<file path="src/rtl/mpu_pkg.sv">
// Shared definitions for the MPU activation feeder: default array geometry
// and the feeder FSM state encoding.
package mpu_pkg;

    localparam int MPU_N      = 4;
    localparam int MPU_DATA_W = 8;

    typedef enum logic [1:0] {
        FEED_IDLE,
        FEED_STREAM,
        FEED_DRAIN
    } feed_state_t;

endpackage

</file>
<file path="src/rtl/skew_delay_line.sv">
// DEPTH-stage register chain carrying one activation lane and its valid flag.
// Every stage clears synchronously while rst is low so a reset flushes the lane.
module skew_delay_line #(
    parameter int DEPTH = 1,
    parameter int W     = 8
) (
    input  logic         clk,
    input  logic         rst,
    input  logic [W-1:0] d,
    input  logic         d_valid,
    output logic [W-1:0] q,
    output logic         q_valid
);

    logic [W-1:0]     r_data [DEPTH];
    logic [DEPTH-1:0] r_vld;

    // Shift data and valid together one stage per cycle; clear everything on reset.
    always_ff @(posedge clk) begin
        if (!rst) begin
            for (int k = 0; k < DEPTH; k++) begin
                r_data[k] <= '0;
                r_vld[k]  <= 1'b0;
            end
        end else begin
            r_data[0] <= d;
            r_vld[0]  <= d_valid;
            for (int k = 1; k < DEPTH; k++) begin
                r_data[k] <= r_data[k-1];
                r_vld[k]  <= r_vld[k-1];
            end
        end
    end

    assign q       = r_data[DEPTH-1];
    assign q_valid = r_vld[DEPTH-1];

endmodule

</file>
<file path="src/rtl/mpu_skew_feeder.sv">
// Left-edge activation feeder for the weight-stationary MAC array.
// Accepts one N-lane vector per cycle and launches it as a diagonal wavefront:
// lane i is registered i+1 times. Idle or starved cycles inject zero bubbles,
// and after the last vector of a tile the FSM drains N-1 cycles then pulses done.
module mpu_skew_feeder
    import mpu_pkg::*;
#(
    parameter int N      = MPU_N,
    parameter int DATA_W = MPU_DATA_W,
    parameter int CNT_W  = 16
) (
    input  logic                clk,
    input  logic                rst,
    input  logic                in_valid,
    output logic                in_ready,
    input  logic [N*DATA_W-1:0] in_data,
    input  logic                in_last,
    output logic [N*DATA_W-1:0] a_out,
    output logic [N-1:0]        a_valid,
    output logic                busy,
    output logic                done,
    output logic [CNT_W-1:0]    vec_count
);

    localparam int            DCW        = (N > 2) ? $clog2(N) : 1;
    localparam logic [DCW-1:0] DRAIN_LAST = DCW'(N - 2);
    localparam logic [CNT_W-1:0] CNT_MAX  = {CNT_W{1'b1}};

    feed_state_t         r_state;
    logic [DCW-1:0]      r_drain_cnt;
    logic                r_done;
    logic [CNT_W-1:0]    r_vec_count;

    logic                w_accept;
    logic                w_drain_end;
    logic [N*DATA_W-1:0] w_stage0_data;

    // Ready is withheld during reset and while the skew pipe drains.
    assign in_ready      = rst && (r_state != FEED_DRAIN);
    assign w_accept      = in_valid && in_ready;
    assign w_drain_end   = (r_state == FEED_DRAIN) && (r_drain_cnt == DRAIN_LAST);
    // Non-accept cycles feed zeros so bubbles contribute nothing to accumulation.
    assign w_stage0_data = w_accept ? in_data : '0;

    // Tile sequencing: IDLE/STREAM until the last vector, then N-1 drain cycles.
    always_ff @(posedge clk) begin
        if (!rst) begin
            r_state     <= FEED_IDLE;
            r_drain_cnt <= '0;
            r_done      <= 1'b0;
            r_vec_count <= '0;
        end else begin
            r_done <= 1'b0;
            case (r_state)
                FEED_IDLE: begin
                    if (w_accept) begin
                        r_drain_cnt <= '0;
                        r_state     <= in_last ? FEED_DRAIN : FEED_STREAM;
                    end
                end
                FEED_STREAM: begin
                    if (w_accept && in_last) begin
                        r_drain_cnt <= '0;
                        r_state     <= FEED_DRAIN;
                    end
                end
                FEED_DRAIN: begin
                    if (w_drain_end) begin
                        r_state <= FEED_IDLE;
                        r_done  <= 1'b1;
                    end else begin
                        r_drain_cnt <= r_drain_cnt + DCW'(1);
                    end
                end
                default: r_state <= FEED_IDLE;
            endcase

            // Count accepted vectors (saturating); the count resets with done.
            if (w_drain_end) begin
                r_vec_count <= '0;
            end else if (w_accept && (r_vec_count != CNT_MAX)) begin
                r_vec_count <= r_vec_count + CNT_W'(1);
            end
        end
    end

    // One delay line per lane; lane i is i+1 stages deep to form the diagonal skew.
    for (genvar gi = 0; gi < N; gi++) begin : g_lane
        skew_delay_line #(
            .DEPTH(gi + 1),
            .W    (DATA_W)
        ) u_dly (
            .clk    (clk),
            .rst    (rst),
            .d      (w_stage0_data[gi*DATA_W +: DATA_W]),
            .d_valid(w_accept),
            .q      (a_out[gi*DATA_W +: DATA_W]),
            .q_valid(a_valid[gi])
        );
    end

    assign busy      = (r_state != FEED_IDLE);
    assign done      = r_done;
    assign vec_count = r_vec_count;

endmodule

</file>
<file path="config.mk">
export PLATFORM = sky130hd
export DESIGN_NAME = mpu_skew_feeder
export DESIGN_NICKNAME = d
export VERILOG_FILES = /design/src/rtl/mpu_pkg.sv /design/src/rtl/skew_delay_line.sv /design/src/rtl/mpu_skew_feeder.sv
export SDC_FILE = /design/constraint.sdc
export NUM_CORES = 1
export LEC_CHECK = 0
export ABC_AREA = 0
export BUFFER_PORTS_ARGS = -buffer_cell sky130_fd_sc_hd__clkbuf_2
export CAP_MARGIN = 30
export CORE_MARGIN = 10
export CORE_UTILIZATION = 50
export DETAILED_ROUTE_END_ITERATION = 12
export PLACE_DENSITY = 0.75
export SLEW_MARGIN = 5
export SYNTH_ARGS = -nofsm -noshare
export SYNTH_HDL_FRONTEND = slang
export SYNTH_HIERARCHICAL = 1
export SYNTH_SLANG_ARGS = --single-unit
</file>
<file path="constraint.sdc">
create_clock -name clk -period 2.4 [get_ports clk]
set_input_delay 0.24 -clock clk [delete_from_list [all_inputs] [get_ports clk]]
set_output_delay 0.24 -clock clk [all_outputs]
set_load 0.02 [all_outputs]
</file>
==> results of run 1 <==
-- power groups by stage --
stage / sequential, µW / clock [µW] / combinational (µW)
finish: 1890 / 1080 / 174
global route: 1890 / 1180 / 195
CTS: 1890 / 1120 / 177
detailed placement: 1930 / 0 / 176
global placement: 1930 / 0 / 173
floorplan: 1940 / 0 / 113
-- Yosys cell counts, types with 2 or more instances --
master / n
nand2_1: 11
clkbuf_2: 3
nor4bb_1: 2
and3_1: 35
nand3b_1: 2
or3_1: 5
and2_2: 71
nand4_1: 7
nor4_1: 2
a21oi_1: 8
and4_1: 2
mux2i_1: 6
ha_1: 2
buf_4: 17
and2_1: 22
nor3_1: 4
dfxtp_1: 111
clkbuf_1: 7
nor2_1: 2
o31ai_1: 6
nand3_1: 11
buf_6: 5
or4_1: 2
inv_1: 4
o21ai_0: 6
-- worst max-delay path by stage --
stage	cells after the start	slack (ns)	to	from
floorplan	6	0.69	vec_count[2]	vec_count[0]
global placement	4	0.72	vec_count[9]	r_state[1]
detailed placement	4	0.64	vec_count[9]	r_state[1]
CTS	3	0.55	in_ready	r_state[1]
global route	3	0.46	in_ready	r_state[1]
finish	3	0.57	in_ready	r_state[1]
-- final cells by class --
type                            count  share of cell area, %
Sequential cell                   111                   48.9
Tap cell                          102                   2.81
Inverter                            4                  0.330
Clock inverter                      7                   1.71
Multi-Input combinational cell    221                   33.0
Clock buffer                        9                   2.73
Timing Repair Buffer               94                   10.6
-- placed cells by master, fill, tap and decap left out, drive strengths merged, types with 2 or more instances in the layout --
master	count
and4	2
mux2i	6
nand2	12
or3	5
and3	35
and2	93
o31ai	6
a21oi	9
nand4	7
nand3	11
clkinv	4
clkbuf	99
nor4	3
nor3	4
nor4bb	2
inv	6
buf	4
or4	3
ha	2
nand3b	2
nor2	2
dfxtp	111
o21ai	7
-- stage by stage --
stage / hold WS (ns) / total power (µW)
floorplan: 0.362 / 2050
global placement: 0.413 / 2100
detailed placement: 0.419 / 2110
CTS: 0.145 / 3190
global route: 0.177 / 3270
finish: 0.163 / 3140
-- sequential cells by signal (all words and copies together) (netlist names) --
signal / cells
g_lane.u_dly/r_data: 80
g_lane.u_dly/r_vld: 9
g_lane.u_dly/q_valid: 1
done: 1
vec_count: 16
r_drain_cnt: 2
r_state: 2
-- layer usage --
layer  vias to the layer above  track usage (%)  share of wire [%]
li1                       1372                -                  -
met1                      1180             13.5                 42
met2                        54             20.9                 49
met3                        10             4.90                6.6
met4                         0             4.71                1.6
met5                         -                0                  0
-- worst reg2reg max path, cell delays in order, from the launching register on --
cell	delay, ns
dfxtp_1	0.37
or2b_4	0.45
nand4_1	0.23
or4_1	0.52
a21oi_1	0.15
-- cell families after synthesis --
logic type,after synthesis,share of synthesized area [%]
flip-flops,111,56.0
multiplexers,6,1.51
AO/OA/AOI/OAI,26,4.10
buffers and inverters,37,6.18
AND/OR/NAND/NOR,187,31.5
adder cells (fa/ha/maj),2,0.631
==> impl_metrics.json, run 1 <==
{
  "status": "complete, no violations",
  "place_congestion": 0.838,
  "p_switching_uw": 779,
  "cts_tree": "yes",
  "p_clk_share_pct": 34.4,
  "synthTopCellsByArea": "dfxtp_1 56%, and2_2 13%, and3_1 5.5%",
  "die_x_um": 109,
  "n_antenna_cell": 0,
  "reg2reg_to": "vec_count[9]",
  "nets": 479,
  "wirelength_mm": 7.22,
  "vias": 2616,
  "period_share_pct": 76.0,
  "crit_chain": "or2b_4 -> and2_1 -> clkbuf_2",
  "final_max_slew_viol_count": 0,
  "startpoint_type": "flop",
  "place_ws_ns": 0.641,
  "cts_max_level": 3,
  "detail_route.iter0.violations": 92,
  "grt_pass1_vias": 2579,
  "max-slew-margin-rel_pct": 57.8,
  "fin_cells": 548,
  "drive_gt1_share_pct": 42.2,
  "start_util_pct": 51.3,
  "r2r_slack_ns": 0.62,
  "tns_ns": 0,
  "fin_area_mm2": 0.00455,
  "place_area_mm2": 0.00434,
  "cts_made_buffers": 9,
  "path_class": "flop to output pin",
  "ys_seq_area_share_pct": 56.0,
  "port_buffers": 90,
  "cp.required_ns": 2.16,
  "cts_root_buf": "clkbuf_8",
  "crit_family": "simple AND/OR/NAND/NOR gates",
  "period_needed_ns": 1.83,
  "syn_area_per_cell_um2": 10.7,
  "pwr-share-comb_pct": 5.6,
  "crit_path_max_incr_delay_ns": 0.43,
  "dp.cells": 532,
  "dominantRegCellSynth": "dfxtp_1",
  "swShare_pct": 24.8,
  "fp.dieH_um": 109,
  "core.rowCount": 32,
  "core_mm2": 0.00773,
  "avgViaCountPerCell": 4.77,
  "arrival_ns": 1.59,
  "fmax_ghz": 0.548,
  "n_fill_cell": 676,
  "multi_input_area_mm2": 0.00150,
  "finalSetupViolCount": 0,
  "cts.reportedPaths.clkPinSlew_ns": 0.11,
  "hp-start": "in_valid",
  "p_int_uw": 2360,
  "min_path_cells": 3,
  "seqPwrFrac_pct": 60.0,
  "synth_top_area_share_pct": 56.0,
  "holdCritPathClass": "input port to flop",
  "cts_buffer_depth": 2,
  "max_cap_viol_count": 0,
  "syn2layout_area_growth_pct": 14.6,
  "drc": 0,
  "rsz0062_at_grt": "no",
  "crit_fanout": 40,
  "ys_ff_latch": 111,
  "crit_slowest_cell": "or2b_4",
  "synthesis.nets": 407,
  "worstMarginPinSlew_ns": 0.632,
  "synthCells": 369,
  "cts_resized": 0,
  "grtUsageTotal_pct": 12.3,
  "reg2reg_from": "r_state[1]",
  "yosysWarningCount": 6,
  "ios": 91,
  "r2r_cells": 4,
  "p_leak_uw": 0.00208,
  "synth_edf_count": 0,
  "yosysUniqueCellTypes": 41,
  "end_kind": "output pin",
  "p_per_area_mw_per_mm2": 691,
  "dp_hpwl_mm": 5.12,
  "antenna_found_initial": 0,
  "synth_area_leader_cell": "dfxtp_1",
  "grt_pass1_wl_mm": 11.6,
  "postRouteAntennaNets": 0,
  "detail_route.first_pass.iterations": 4,
  "cp_num_buf_inv": 1,
  "clock-skew-final_ns": 0.0145,
  "utilization_pct": 58.8,
  "mappedNetlistArea_mm2": 0.00397,
  "die_area_mm2": 0.0119,
  "final-seq-area_mm2": 0.00222,
  "async_flop_share_pct": 0,
  "hold_buffers": 0,
  "min_to": "r_state[0]",
  "fin_ws_ns": 0.575,
  "cts.sinks": 111,
  "wire_per_inst_um": 13.2,
  "grt_max_degree": 55,
  "final-hold-violation-count": 0,
  "clkLatencyLatePin_ns": 0.36,
  "post_cts_buffers": 0,
  "gr-total-overflow": 0,
  "vdd_ir_drop_max_v": 0.000336
}
(Power assumes the default switching activity.)
==> inputs of run 2 (changes only) <==
--- a/config.mk
+++ b/config.mk
@@ -5,13 +5,13 @@
 export SDC_FILE = /design/constraint.sdc
 export NUM_CORES = 1
 export LEC_CHECK = 0
-export ABC_AREA = 0
+export ABC_AREA = 1
 export BUFFER_PORTS_ARGS = -buffer_cell sky130_fd_sc_hd__clkbuf_2
 export CAP_MARGIN = 30
 export CORE_MARGIN = 10
-export CORE_UTILIZATION = 50
+export CORE_UTILIZATION = 49
 export DETAILED_ROUTE_END_ITERATION = 12
-export PLACE_DENSITY = 0.75
+export PLACE_DENSITY = 0.76
 export SLEW_MARGIN = 5
 export SYNTH_ARGS = -nofsm -noshare
 export SYNTH_HDL_FRONTEND = slang
==> constraint.sdc (replaced) <==
create_clock -name clk -period 1.63 [get_ports clk]
set_input_delay 0.163 -clock clk [delete_from_list [all_inputs] [get_ports clk]]
set_output_delay 0.163 -clock clk [all_outputs]
set_load 0.02 [all_outputs]
==> run 2 against run 1 <==
  * Synthesized cell count rose by 48%
  * Register-to-register slack got worse by 0.48 ns
  * Clock-buffer cell count rose by 1
  * Hold slack got worse by 0.10 ns
  * Combinational power up 78%
  * First-iteration DRC count up 28%
  * Area after synthesis rose by 6.6%
  * Setup slack got worse by 0.44 ns
  * Critical path depth rose by 7
  * Utilization is 0.12 points higher
  * Critical endpoint is now vec_count[0]
  * Largest cell class unchanged
==> impl_metrics.json, run 2 <==
{
  "status": "complete, no violations",
  "synth_area_leader_cell": "dfxtp_1",
  "place_congestion": 0.834,
  "grt_pass1_vias": 3154,
  "clock-skew-final_ns": 0.0127,
  "cts_buffer_depth": 2,
  "layout_commonest_cell": "nand2_1",
  "die_x_um": 113,
  "start_util_pct": 51.0,
  "cts_root_buf": "clkbuf_8",
  "nets": 669,
  "synth_top_area_share_pct": 52.5,
  "multi_input_area_mm2": 0.00122,
  "layout_common_cells": "149 x nand2_1, 137 x inv_1, 108 x dfxtp_1",
  "n_fill_cell": 784,
  "drive_gt1_share_pct": 23.3,
  "ios": 91,
  "final_max_slew_viol_count": 0,
  "r2r_slack_ns": 0.14,
  "port_buffers": 90,
  "period_share_pct": 91.5,
  "synthTopCellsByArea": "dfxtp_1 53%, nand2_1 13%, inv_1 12%",
  "seqPwrFrac_pct": 59.8,
  "arrival_ns": 1.80,
  "mappedNetlistArea_mm2": 0.00423,
  "core.rowCount": 33,
  "synthesis.nets": 585,
  "finalSetupViolCount": 0,
  "drc": 0,
  "crit_fanout": 8,
  "startpoint_type": "flop",
  "top_register": "g_lane.u_dly/r_data",
  "synthCells": 547,
  "yosysWarningCount": 6,
  "syn2layout_area_growth_pct": 15.7,
  "yosysMostFrequentCell": "nand2_1",
  "worstMarginPinSlew_ns": 0.661,
  "dp_hpwl_mm": 5.76,
  "final-seq-area_mm2": 0.00223,
  "async_flop_share_pct": 0,
  "topRoutingLayerUsed": "met4",
  "ys_top_cells_by_count": "149 x nand2_1, 137 x inv_1, 111 x dfxtp_1, 56 x nor2_1, 17 x buf_4",
  "dp.cells": 721,
  "end_kind": "flop",
  "fmax_ghz": 0.671,
  "cts_tree": "yes",
  "synth_edf_count": 0,
  "detail_route.first_pass.iterations": 4,
  "detail_route.iter0.violations": 118,
  "vdd_ir_drop_max_v": 0.000601,
  "wl_met2_mm": 4.08,
  "tns_ns": 0,
  "yosysUniqueCellTypes": 26,
  "p_per_area_mw_per_mm2": 950,
  "antenna_found_initial": 0,
  "postRouteAntennaNets": 0,
  "wl_met1_mm": 3.22,
  "wl_met3_um": 510,
  "cp.required_ns": 1.94,
  "cts_made_buffers": 9,
  "p_clk_share_pct": 33.5,
  "p_switching_uw": 1170,
  "hold_buffers": 0,
  "cts.reportedPaths.clkPinSlew_ns": 0.11,
  "grtUsageTotal_pct": 12.5,
  "wire_per_inst_um": 10.7,
  "final-hold-violation-count": 0,
  "clkLatencyLatePin_ns": 0.36,
  "holdCritPathClass": "input port to flop",
  "max-slew-margin-rel_pct": 55.9,
  "gr-total-overflow": 0,
  "fin_cells": 741,
  "dominantRegCellSynth": "dfxtp_1",
  "ys_ff_latch": 111,
  "core_mm2": 0.00830,
  "max_cap_viol_count": 0,
  "syn_area_per_cell_um2": 7.73,
  "cts.sinks": 111,
  "fp.dieH_um": 113,
  "grt_max_degree": 75,
  "vias": 3201,
  "die_area_mm2": 0.0127,
  "grt_pass1_wl_mm": 13.6,
  "path_class": "flop to flop",
  "largest_register_ff_count": 80,
  "rsz0062_at_grt": "no",
  "p_int_uw": 3480,
  "period_needed_ns": 1.49,
  "cts_max_level": 3,
  "swShare_pct": 25.2,
  "pwr-share-comb_pct": 6.7,
  "n_antenna_cell": 0,
  "ys_seq_area_share_pct": 52.5,
  "avgViaCountPerCell": 4.32,
  "p_leak_uw": 0.00294,
  "wirelength_mm": 7.91
}
[run 2: changes by cell type after synthesis, moves of 9 or more]
cell and change:
inv_1 +133, nor2_1 +54, a21oi_2 +9, and2_1 -22, and2_2 -71, nand2_1 +138, and3_1 -35
[run 2: what timing repair did]
item                                    CTS  global route
endpoints found under the setup margin   14            17
gates resized for setup                   1             6
buffers inserted                          4             0
pin swaps                                 2             0
[run 2: layout make-up]
type	instances	area share [%]
tap	105	2.69
sequential	111	45.5
clock inverter	6	1.28
multi-input combinational	264	25.0
clock buffer	10	2.61
inverter	139	10.7
timing repair buffer	106	12.2
[run 2: final timing paths]
check / start / endpoint / cells past startpoint
worst max register to register: vec_count[0] / vec_count[0] / 10
worst min-delay path: in_data[13] / g_lane[1].u_dly/r_data[0][5] / 5
worst max-delay path: vec_count[0] / vec_count[0] / 10
worst min register to register: g_lane[3].u_dly/r_vld[1] / g_lane[3].u_dly/r_vld[2] / 2
[run 2: cell families after synthesis]
kind of cell / Yosys count / synth area share, %
simple gates: 234 / 22.6
xor+xnor: 8 / 1.66
flops: 111 / 52.5
buf+inv: 172 / 19.0
fa+ha+maj: 2 / 0.592
compound gates: 20 / 3.64
[run 2: critical path, stage by stage, from the launching register on]
cell and delay (ns):
dfxtp_4 0.41, ha_4 0.17, inv_1 0.06, nor2_2 0.11
nand2_2 0.12, nor2_4 0.15, nor2_4 0.06, buf_4 0.17
nand2_1 0.07, nand2_1 0.05, nor2_1 0.07
[run 2: through the flow]
step                      hold WS [ns]  instance area [µm²]  util (%)  total power (µW)  setup WS (ns)
after floorplan                  0.286                 4230         -              3060         0.0178
after global placement           0.390                 4620      55.7              3130         0.0811
after detailed placement         0.393                 4620      55.7              3140         0.0139
after CTS                       0.0480                 4870      58.7              4690         0.0337
after global routing            0.0601                 4890      58.9              4840        0.00733
final                           0.0604                 4890      58.9              4650          0.139
[run 2: routing by layer]
metal  GRT usage, %  vias to the layer above
met5              0                        -
met4           4.06                        0
met3           4.60                        8
met2           23.0                       58
met1           12.8                     1433
li1               -                     1702
[run 2: power by group through the flow]
| stage | Sequential (µW) | Clock (µW) | Combinational (µW) |
|---|---|---|---|
| final | 2780 | 1560 | 309 |
| after CTS | 2780 | 1600 | 311 |
| after global routing | 2790 | 1700 | 353 |
| after global placement | 2840 | 0 | 286 |
| after floorplan | 2850 | 0 | 207 |
| after detailed placement | 2840 | 0 | 293 |
==> inputs of run 3 (changes only) <==
--- a/config.mk
+++ b/config.mk
@@ -12,6 +12,7 @@
 export CORE_UTILIZATION = 49
 export DETAILED_ROUTE_END_ITERATION = 12
 export PLACE_DENSITY = 0.76
+export REMOVE_ABC_BUFFERS = 1
 export SLEW_MARGIN = 5
 export SYNTH_ARGS = -nofsm -noshare
 export SYNTH_HDL_FRONTEND = slang
==> run 3 against run 2 <==
  * Setup slack got worse by 0.00080 ns
  * Clock skew shrank 0.0039 ns
  * Design area is 0.38% lower
  * Wire length is 5.3% higher
  * First-iteration DRC count increased by 24%
  * Cell count shrank 0.40%
  * Power is 0.27% lower
  * Register-to-register slack about the same
  * Clock-buffer cell count did not move
  * Utilization shrank 0.23 points
  * Maximum frequency hardly changed
  * Clock power about the same
  * Critical path type unchanged
==> impl_metrics.json, run 3 (same netlist as run 2, synthesis figures left out) <==
{
  "status": "complete, no violations",
  "drc": 0,
  "antenna_found_initial": 0,
  "grt_pass1_wl_mm": 14.0,
  "crit_path_max_incr_delay_ns": 0.45,
  "clkLatencyLatePin_ns": 0.36,
  "p_switching_uw": 1130,
  "grt_pass1_vias": 3193,
  "finalSetupViolCount": 0,
  "hold_slack_ns": 0.0700,
  "arrival_ns": 1.75,
  "die_x_um": 113,
  "p_leak_uw": 0.00293,
  "gr-total-overflow": 0,
  "crit_slowest_cell": "dfxtp_1",
  "p_clk_share_pct": 33.1,
  "crit_chain": "nand2_1 -> nor2_1 -> nand2_1 -> nor2_2 -> nor2_4 -> buf_12 -> a21oi_1 -> nor2_1",
  "ios": 91,
  "path_class": "flop to flop",
  "holdCritPathClass": "input port to flop",
  "min_to": "g_lane[2].u_dly/r_data[0][2]",
  "r2r_slack_ns": 0.14,
  "cts_root_buf": "clkbuf_8",
  "layout_common_cells": "149 x nand2_1, 137 x inv_1, 107 x dfxtp_1",
  "layout_commonest_cell": "nand2_1",
  "top_register": "g_lane.u_dly/r_data",
  "clock-skew-final_ns": 0.00880,
  "crit_fanout": 10,
  "port_buffers": 90,
  "start_util_pct": 51.0,
  "cts_max_level": 3,
  "wire_per_inst_um": 11.3,
  "seqPwrFrac_pct": 59.9,
  "min_path_cells": 5,
  "pwr-share-comb_pct": 6.9,
  "vdd_ir_drop_max_v": 0.000511,
  "postRouteAntennaNets": 0,
  "period_share_pct": 91.5,
  "cts.reportedPaths.clkPinSlew_ns": 0.10,
  "cts_buffer_depth": 2,
  "reg2reg_to": "vec_count[15]",
  "fp.dieH_um": 113,
  "max_cap_viol_count": 0,
  "grt_max_degree": 88,
  "period_needed_ns": 1.49,
  "vias": 3184,
  "n_antenna_cell": 0,
  "nets": 666,
  "core_mm2": 0.00830,
  "worstMarginPinSlew_ns": 0.345,
  "cts.sinks": 111,
  "syn2layout_area_growth_pct": 15.2,
  "cp.required_ns": 1.89,
  "final_max_slew_viol_count": 0,
  "hp-start": "in_data[18]",
  "swShare_pct": 24.4,
  "core.rowCount": 33,
  "r2r_cells": 8,
  "max-slew-margin-rel_pct": 77.0,
  "die_area_mm2": 0.0127,
  "final-hold-violation-count": 0,
  "detail_route.iter0.violations": 146,
  "detail_route.first_pass.iterations": 4,
  "end_kind": "flop",
  "startpoint_type": "flop",
  "p_int_uw": 3500,
  "place_congestion": 0.794,
  "grtUsageTotal_pct": 13.1,
  "dp_hpwl_mm": 6.15,
  "cts_made_buffers": 9,
  "p_per_area_mw_per_mm2": 951,
  "drive_gt1_share_pct": 23.1,
  "reg2reg_from": "vec_count[12]",
  "largest_register_ff_count": 80,
  "avgViaCountPerCell": 4.31,
  "fmax_ghz": 0.670,
  "wirelength_mm": 8.33,
  "tns_ns": 0,
  "cts_tree": "yes"
}
## run 3: how the worst max path moves through the flow
stage | startpoint | endpoint | cells after the start
2_1_floorplan | vec_count[0] | vec_count[10] | 7
3_3_place_gp | vec_count[0] | vec_count[11] | 9
3_5_place_dp | vec_count[10] | vec_count[8] | 6
4_1_cts | vec_count[10] | vec_count[8] | 6
5_1_grt | vec_count[4] | vec_count[15] | 8
6_report | vec_count[12] | vec_count[15] | 8
## run 3: critical path, delay by kind of cell, from the launching register on
kind                   cells  cell delay [ns]
AO/OA/AOI/OAI              1             0.12
buffers and inverters      1             0.14
flip-flops                 1             0.45
AND/OR/NAND/NOR            6             0.69
## run 3: area by class of cell
class / instances / area [µm²]
Fill cell: 759 / 3430
Sequential cell: 111 / 2230
Multi-Input combinational cell: 264 / 1200
Timing Repair Buffer: 103 / 598
Inverter: 139 / 522
Clock buffer: 10 / 138
Tap cell: 105 / 131
Clock inverter: 6 / 52.6
## run 3: power by group through the flow
stage / Combinational [µW] / Clock [µW] / Sequential [µW]
2_1_floorplan: 132 / 0 / 2860
4_1_cts: 311 / 1600 / 2780
5_1_grt: 363 / 1710 / 2780
6_report: 322 / 1540 / 2780
3_3_place_gp: 302 / 0 / 2840
3_5_place_dp: 309 / 0 / 2840
## run 3: per-stage QoR
step	instances	utilization (%)	setup slack (ns)	instance area [µm²]	total power, µW
CTS	735	58.1	0.0829	4820	4690
detailed placement	719	55.8	0.104	4630	3150
global placement	719	55.8	0.146	4630	3140
floorplan	514	-	0.0168	3950	2990
global route	738	58.7	-0.00410	4870	4850
finish	738	58.7	0.138	4870	4640
## run 3: layer usage
metal / vias to the layer above / GRT usage [%] / wire (µm)
met5: - / 0 / 0
met4: 0 / 3.30 / 29
met3: 4 / 6.29 / 673
met2: 71 / 21.3 / 3820
met1: 1416 / 15.2 / 3800
li1: 1693 / - / -
## run 3: repair_timing
| item | 4_1_cts | 5_1_grt |
|---|---|---|
| buffers inserted | 0 | 3 |
| hold buffers | 0 | 0 |
| resized for setup | 0 | 4 |
| endpoints found under the setup margin | 0 | 15 |
